[src/rtl/div_pkg.sv]
`default_nettype none
// ============================================================================
// Module : div_pkg
// Brief  : Shared types and sizing helpers for the sequential divider.
// Rev    : 1.0
// ============================================================================
package div_pkg;

    typedef enum logic [1:0] {
        DIV_IDLE = 2'd0,
        DIV_RUN  = 2'd1,
        DIV_DONE = 2'd2
    } div_state_t;

    localparam int DIV_WIDTH_DEFAULT = 32;

    // Counter must hold values 0..WIDTH
    function automatic int div_cnt_width(input int width);
        return $clog2(width + 1);
    endfunction

endpackage
`default_nettype wire

[src/rtl/div_step.sv]
`default_nettype none
// ============================================================================
// Module : div_step
// Brief  : One combinational restoring-division iteration (shift, trial subtract, select).
// Rev    : 1.0
// ============================================================================
module div_step #(
    parameter int WIDTH = 32
) (
    input  logic [WIDTH-1:0] i_rem,
    input  logic [WIDTH-1:0] i_dq,
    input  logic [WIDTH-1:0] i_dvs,
    output logic [WIDTH-1:0] o_rem,
    output logic [WIDTH-1:0] o_dq
);

    logic [WIDTH:0] w_shift;
    logic [WIDTH:0] w_low;
    logic           w_no_borrow;

    assign w_shift = {i_rem, i_dq[WIDTH-1]};

    // WIDTH+1-bit A + ~B + 1 split at bit WIDTH; the divisor's top bit is 0,
    // so the final carry is the shifted MSB ORed with the low-part carry.
    assign w_low       = {1'b0, w_shift[WIDTH-1:0]} + {1'b0, ~i_dvs} + {{WIDTH{1'b0}}, 1'b1};
    assign w_no_borrow = w_shift[WIDTH] | w_low[WIDTH];

    assign o_rem = w_no_borrow ? w_low[WIDTH-1:0] : w_shift[WIDTH-1:0];
    assign o_dq  = {i_dq[WIDTH-2:0], w_no_borrow};

endmodule
`default_nettype wire

[src/rtl/seq_divider.sv]
`default_nettype none
// ============================================================================
// Module : seq_divider
// Brief  : Multi-cycle restoring UDIV/SDIV divider, one quotient bit per clock.
// Rev    : 1.0
// ============================================================================
module seq_divider
    import div_pkg::*;
#(
    parameter int WIDTH = DIV_WIDTH_DEFAULT
) (
    input  logic             clk,
    input  logic             reset,
    input  logic             start,
    input  logic             is_signed,
    input  logic [WIDTH-1:0] dividend,
    input  logic [WIDTH-1:0] divisor,
    output logic             busy,
    output logic             done,
    output logic [WIDTH-1:0] quotient,
    output logic [WIDTH-1:0] remainder,
    output logic             div_by_zero
);

    localparam int CW = div_cnt_width(WIDTH);

    div_state_t       r_state;
    logic [CW-1:0]    r_cnt;
    logic [WIDTH-1:0] r_rem;
    logic [WIDTH-1:0] r_dq;
    logic [WIDTH-1:0] r_dvs;
    logic             r_neg_q;
    logic             r_neg_r;
    logic             r_dz;
    logic             r_busy;
    logic             r_done;
    logic [WIDTH-1:0] r_quot;
    logic [WIDTH-1:0] r_remd;
    logic             r_dbz;

    logic [WIDTH-1:0] w_rem_nxt;
    logic [WIDTH-1:0] w_dq_nxt;
    logic [WIDTH-1:0] w_abs_dvd;
    logic [WIDTH-1:0] w_abs_dvs;
    logic             w_dvd_neg;
    logic             w_dvs_neg;
    logic             w_dvs_zero;

    assign w_dvd_neg  = is_signed & dividend[WIDTH-1];
    assign w_dvs_neg  = is_signed & divisor[WIDTH-1];
    assign w_abs_dvd  = w_dvd_neg ? (~dividend + 1'b1) : dividend;
    assign w_abs_dvs  = w_dvs_neg ? (~divisor + 1'b1) : divisor;
    assign w_dvs_zero = (divisor == '0);

    div_step #(.WIDTH(WIDTH)) u_step (
        .i_rem (r_rem),
        .i_dq  (r_dq),
        .i_dvs (r_dvs),
        .o_rem (w_rem_nxt),
        .o_dq  (w_dq_nxt)
    );

    always_ff @(posedge clk) begin
        if (reset) begin
            r_state <= DIV_IDLE;
            r_cnt   <= '0;
            r_rem   <= '0;
            r_dq    <= '0;
            r_dvs   <= '0;
            r_neg_q <= 1'b0;
            r_neg_r <= 1'b0;
            r_dz    <= 1'b0;
            r_busy  <= 1'b0;
            r_done  <= 1'b0;
            r_quot  <= '0;
            r_remd  <= '0;
            r_dbz   <= 1'b0;
        end else begin
            r_done <= 1'b0;
            case (r_state)
                DIV_RUN: begin
                    if (r_dz) begin
                        // r_dq carries the raw dividend when dividing by zero
                        r_quot  <= '0;
                        r_remd  <= r_dq;
                        r_dbz   <= 1'b1;
                        r_busy  <= 1'b0;
                        r_done  <= 1'b1;
                        r_state <= DIV_DONE;
                    end else begin
                        r_rem <= w_rem_nxt;
                        r_dq  <= w_dq_nxt;
                        r_cnt <= r_cnt + 1'b1;
                        if (r_cnt == CW'(WIDTH - 1)) begin
                            r_quot  <= r_neg_q ? (~w_dq_nxt + 1'b1) : w_dq_nxt;
                            r_remd  <= r_neg_r ? (~w_rem_nxt + 1'b1) : w_rem_nxt;
                            r_dbz   <= 1'b0;
                            r_busy  <= 1'b0;
                            r_done  <= 1'b1;
                            r_state <= DIV_DONE;
                        end
                    end
                end
                default: begin
                    if (start) begin
                        r_rem   <= '0;
                        r_cnt   <= '0;
                        r_dq    <= w_dvs_zero ? dividend : w_abs_dvd;
                        r_dvs   <= w_abs_dvs;
                        r_neg_q <= w_dvd_neg ^ w_dvs_neg;
                        r_neg_r <= w_dvd_neg;
                        r_dz    <= w_dvs_zero;
                        r_busy  <= 1'b1;
                        r_state <= DIV_RUN;
                    end else begin
                        r_state <= DIV_IDLE;
                    end
                end
            endcase
        end
    end

    assign busy        = r_busy;
    assign done        = r_done;
    assign quotient    = r_quot;
    assign remainder   = r_remd;
    assign div_by_zero = r_dbz;

endmodule
`default_nettype wire

[config.mk]
export PLATFORM = sky130hd
export DESIGN_NAME = seq_divider
export DESIGN_NICKNAME = d
export VERILOG_FILES = /design/src/rtl/div_pkg.sv /design/src/rtl/div_step.sv /design/src/rtl/seq_divider.sv
export SDC_FILE = /design/constraint.sdc
export NUM_CORES = 1
export LEC_CHECK = 0
export BUFFER_PORTS_ARGS = -buffer_cell sky130_fd_sc_hd__buf_2
export CORE_ASPECT_RATIO = 0.7
export CORE_MARGIN = 8
export CORE_UTILIZATION = 45
export CTS_CLUSTER_DIAMETER = 80
export DETAILED_ROUTE_END_ITERATION = 10
export PLACE_DENSITY = 0.73
export SETUP_SLACK_MARGIN = 0.1
export SYNTH_ARGS = -nofsm -noshare
export SYNTH_HDL_FRONTEND = slang
export SYNTH_SLANG_ARGS = --single-unit
[constraint.sdc]
create_clock -name clk -period 13.4 [get_ports clk]
set_input_delay 1.34 -clock clk [delete_from_list [all_inputs] [get_ports clk]]
set_output_delay 1.34 -clock clk [all_outputs]
set_load 0.03 [all_outputs]
==> results.toml <==
[drt]
vias_per_cell = 6.04
drc = 0
wl_per_cell_um = 19.4
firstDrtPassIters = 6
postRouteAntennaNets = 0
wl_um = 40200
via_count = 12500
drtIter0Drc = 1338

[clock_network]
ctsHoldBuffers = 0
clockBufferDepth = 2
cts_resized = 0
post-cts-setup-buffer-count = 0
cts-root-buf = "clkbuf_16"
h-tree-depth = 4
clk_pin_slew_ns = 0.07
clk_latency_ns = 0.44
cts_made_buffers = 17
cts.sinks = 174
cts_tree = "yes"

[timing]
fin_crit_sh = 0.460
rsz0062_at_grt = "no"
max_freq_mhz = 162
period_needed_ns = 6.16
worst_slew_pin_slew_ns = 1.15
maxSlewHeadroom = 0.225
setup_ws_ns = 7.24
finalSetupViolCount = 0
finalMaxSlewViolations = 0
final.setup.tns_ns = 0
finClkSkew_ns = 0.0103
finalHoldViolations = 0

[critical_path]
path_max_fanout = 57
slowest_stage = "o22a_4"
cp_top_family = "compound AO/OA/AOI/OAI gates"
startpoint_type = "flip-flop"
crit_chain = "inv_1, ha_1, fa_1, nand2b_1, a211o_1, a21o_1, a32oi_2, o22a_4, inv_4, nand2_1, o21ai_0, inv_1, ha_1, nand2_1, a2111o_1, nor3_1, nand4b_1, a222oi_1, o22ai_1, o211ai_1, o31ai_1, a221o_1"
cp.buffers_inverters = 3
required_ns = 13.73
path_class = "reg -> reg"
cpPeakStageDelay_ns = 0.63
arrival_ns = 6.49
crit_path_end_kind = "flip-flop"

[pwr]
p_leak_uw = 0.00525
p_per_area_nw_per_um2 = 100
totalPowerFinal_uw = 1350
peakVddDrop_v = 0.0000849

[grt]
grt_max_degree = 81
grt_pass1_wl_um = 62300
antenna_found_initial = 0
grt_pass1_vias = 11200
globalRouteTotalUtil = 0.240
overflow = 0

[floorplanning]
dieHeight_um = 153
die_w_um = 211
ios = 135
rows = 50
die_area_um2 = 32300
start_util = 0.453
core_um2 = 26500

[yosys]
seq_area_frac_synth = 0.290
syn_area_um2 = 12000
synth_edf_count = 0
ys_types = 72
syn_area_per_cell_um2 = 7.32
syn_inst = 1642
yosysWarnings = 0
syn_nets = 1748
synth_ff_type = "dfxtp_1"
async_flop_share = 0
synth-seq-cells = 174

[hold_path]
hp-class = "reg -> reg"

[finish]
mostFrequentLayoutCells = "nor2_1, nand2_1, dfxtp_1"
final_core_util = 0.505
antennaDiodeCount = 0
syn2layout_area_growth_pct = 11.5
layout-drive-gt1-share = 0.116
final_common_cell = "nor2_1"
nNetsFinal = 1804
postLayoutCellArea_um2 = 13400

[placed_design]
port_buffers = 134
gp_congestion = 0.955
hpwl_um = 31600
dpl_cell_area_um2 = 12800
dpl_worst_slack_ns = 7.40

[flow_run]
cap_violations = 0

[run_status]
outcome = "finished, final reports clean"
cell usage after synthesis, types with 7 or more instances:
master	n	share of area
or3_1	41	0.021
xnor2_1	37	0.027
a22oi_1	7	0.0044
o41ai_1	14	0.010
nor3b_1	8	0.0050
and2_1	15	0.0078
a21oi_1	150	0.062
o211ai_1	11	0.0069
buf_1	12	0.0037
o21ai_0	135	0.056
o21a_1	17	0.011
buf_2	8	0.0033
mux2i_1	18	0.015
dfxtp_1	174	0.29
a311oi_1	16	0.012
inv_1	52	0.016
nor2_1	187	0.058
xor2_1	75	0.055
o31ai_1	41	0.026
clkbuf_1	87	0.027
ha_1	37	0.039
nand3b_1	7	0.0044
a21o_1	11	0.0069
nand2b_1	11	0.0057
or4_1	14	0.0087
nor3_1	38	0.016
a31oi_1	7	0.0036
nand2_1	183	0.057
and3_1	16	0.0083
a211oi_1	57	0.036
nand3_1	30	0.012
nor4_1	20	0.010
nand4_1	7	0.0036
nor2b_1	7	0.0036
state kept, by name, summed over array words and instances (netlist names), 2 cells and up:
name	cells
quotient	32
r_cnt	6
remainder	32
r_state	2
r_rem	32
r_dq	32
r_dvs	32
stage by stage:
step / hold slack, ns / instances
5_1_grt: 0.474 / 2075
2_1_floorplan: 0.432 / 1642
6_report: 0.447 / 2075
4_1_cts: 0.455 / 2075
3_3_place_gp: 0.433 / 2043
3_5_place_dp: 0.439 / 2043
routing by layer:
layer / part of all wire / GRT usage
met5: 0 / 0
met4: 0.012 / 0.0528
met3: 0.10 / 0.0553
met2: 0.40 / 0.332
met1: 0.48 / 0.366
worst register-to-register path, stage by stage, from the launching register on:
cell and delay [ns]:
dfxtp_1 0.39, inv_1 0.09, ha_1 0.24, fa_1 0.40, nand2b_1 0.18, a211o_1 0.38, a21o_1 0.26, a32oi_2 0.35
o22a_4 0.63, inv_4 0.32, nand2_1 0.15, o21ai_0 0.11, inv_1 0.10, ha_1 0.18, nand2_1 0.08, a2111o_1 0.41
nor3_1 0.16, nand4b_1 0.19, a222oi_1 0.53, o22ai_1 0.28, o211ai_1 0.24, o31ai_1 0.09, a221o_1 0.29
power breakdown:
part	switching [uW]	internal (uW)
clock	227	259
sequential	31.7	537
combinational	191	101
total	450	897
logic make-up (layout without fill, tap and decap cells):
| kind of cell | Yosys count | count (layout) | synth area share |
|---|---|---|---|
| XOR/XNOR | 112 | 112 | 0.0816 |
| multiplexers | 21 | 21 | 0.0178 |
| flip-flops | 174 | 174 | 0.290 |
| buffers and inverters | 164 | 233 | 0.0529 |
| adder cells (fa/ha/maj) | 38 | 38 | 0.0402 |
| AO/OA/AOI/OAI | 533 | 533 | 0.284 |
| AND/OR/NAND/NOR | 600 | 600 | 0.234 |
final timing paths:
check,slack (ns),startpoint,cells after the start,to
worst max-delay path,7.24,r_dq[31],22,remainder[24]
worst min-delay path,0.45,quotient[25],2,quotient[25]
worst max register to register,7.24,r_dq[31],22,remainder[24]
worst min register to register,0.45,quotient[25],2,quotient[25]
layout make-up:
cell class | count | area (um^2)
timing repair buffer | 148 | 778
fill | 2702 | 13100
multi-input combinational | 1304 | 7920
clock inverter | 14 | 133
clock buffer | 18 | 429
inverter | 53 | 201
tap | 364 | 455
sequential | 174 | 3480
No activity file was read; power rests on OpenSTA's default activity.
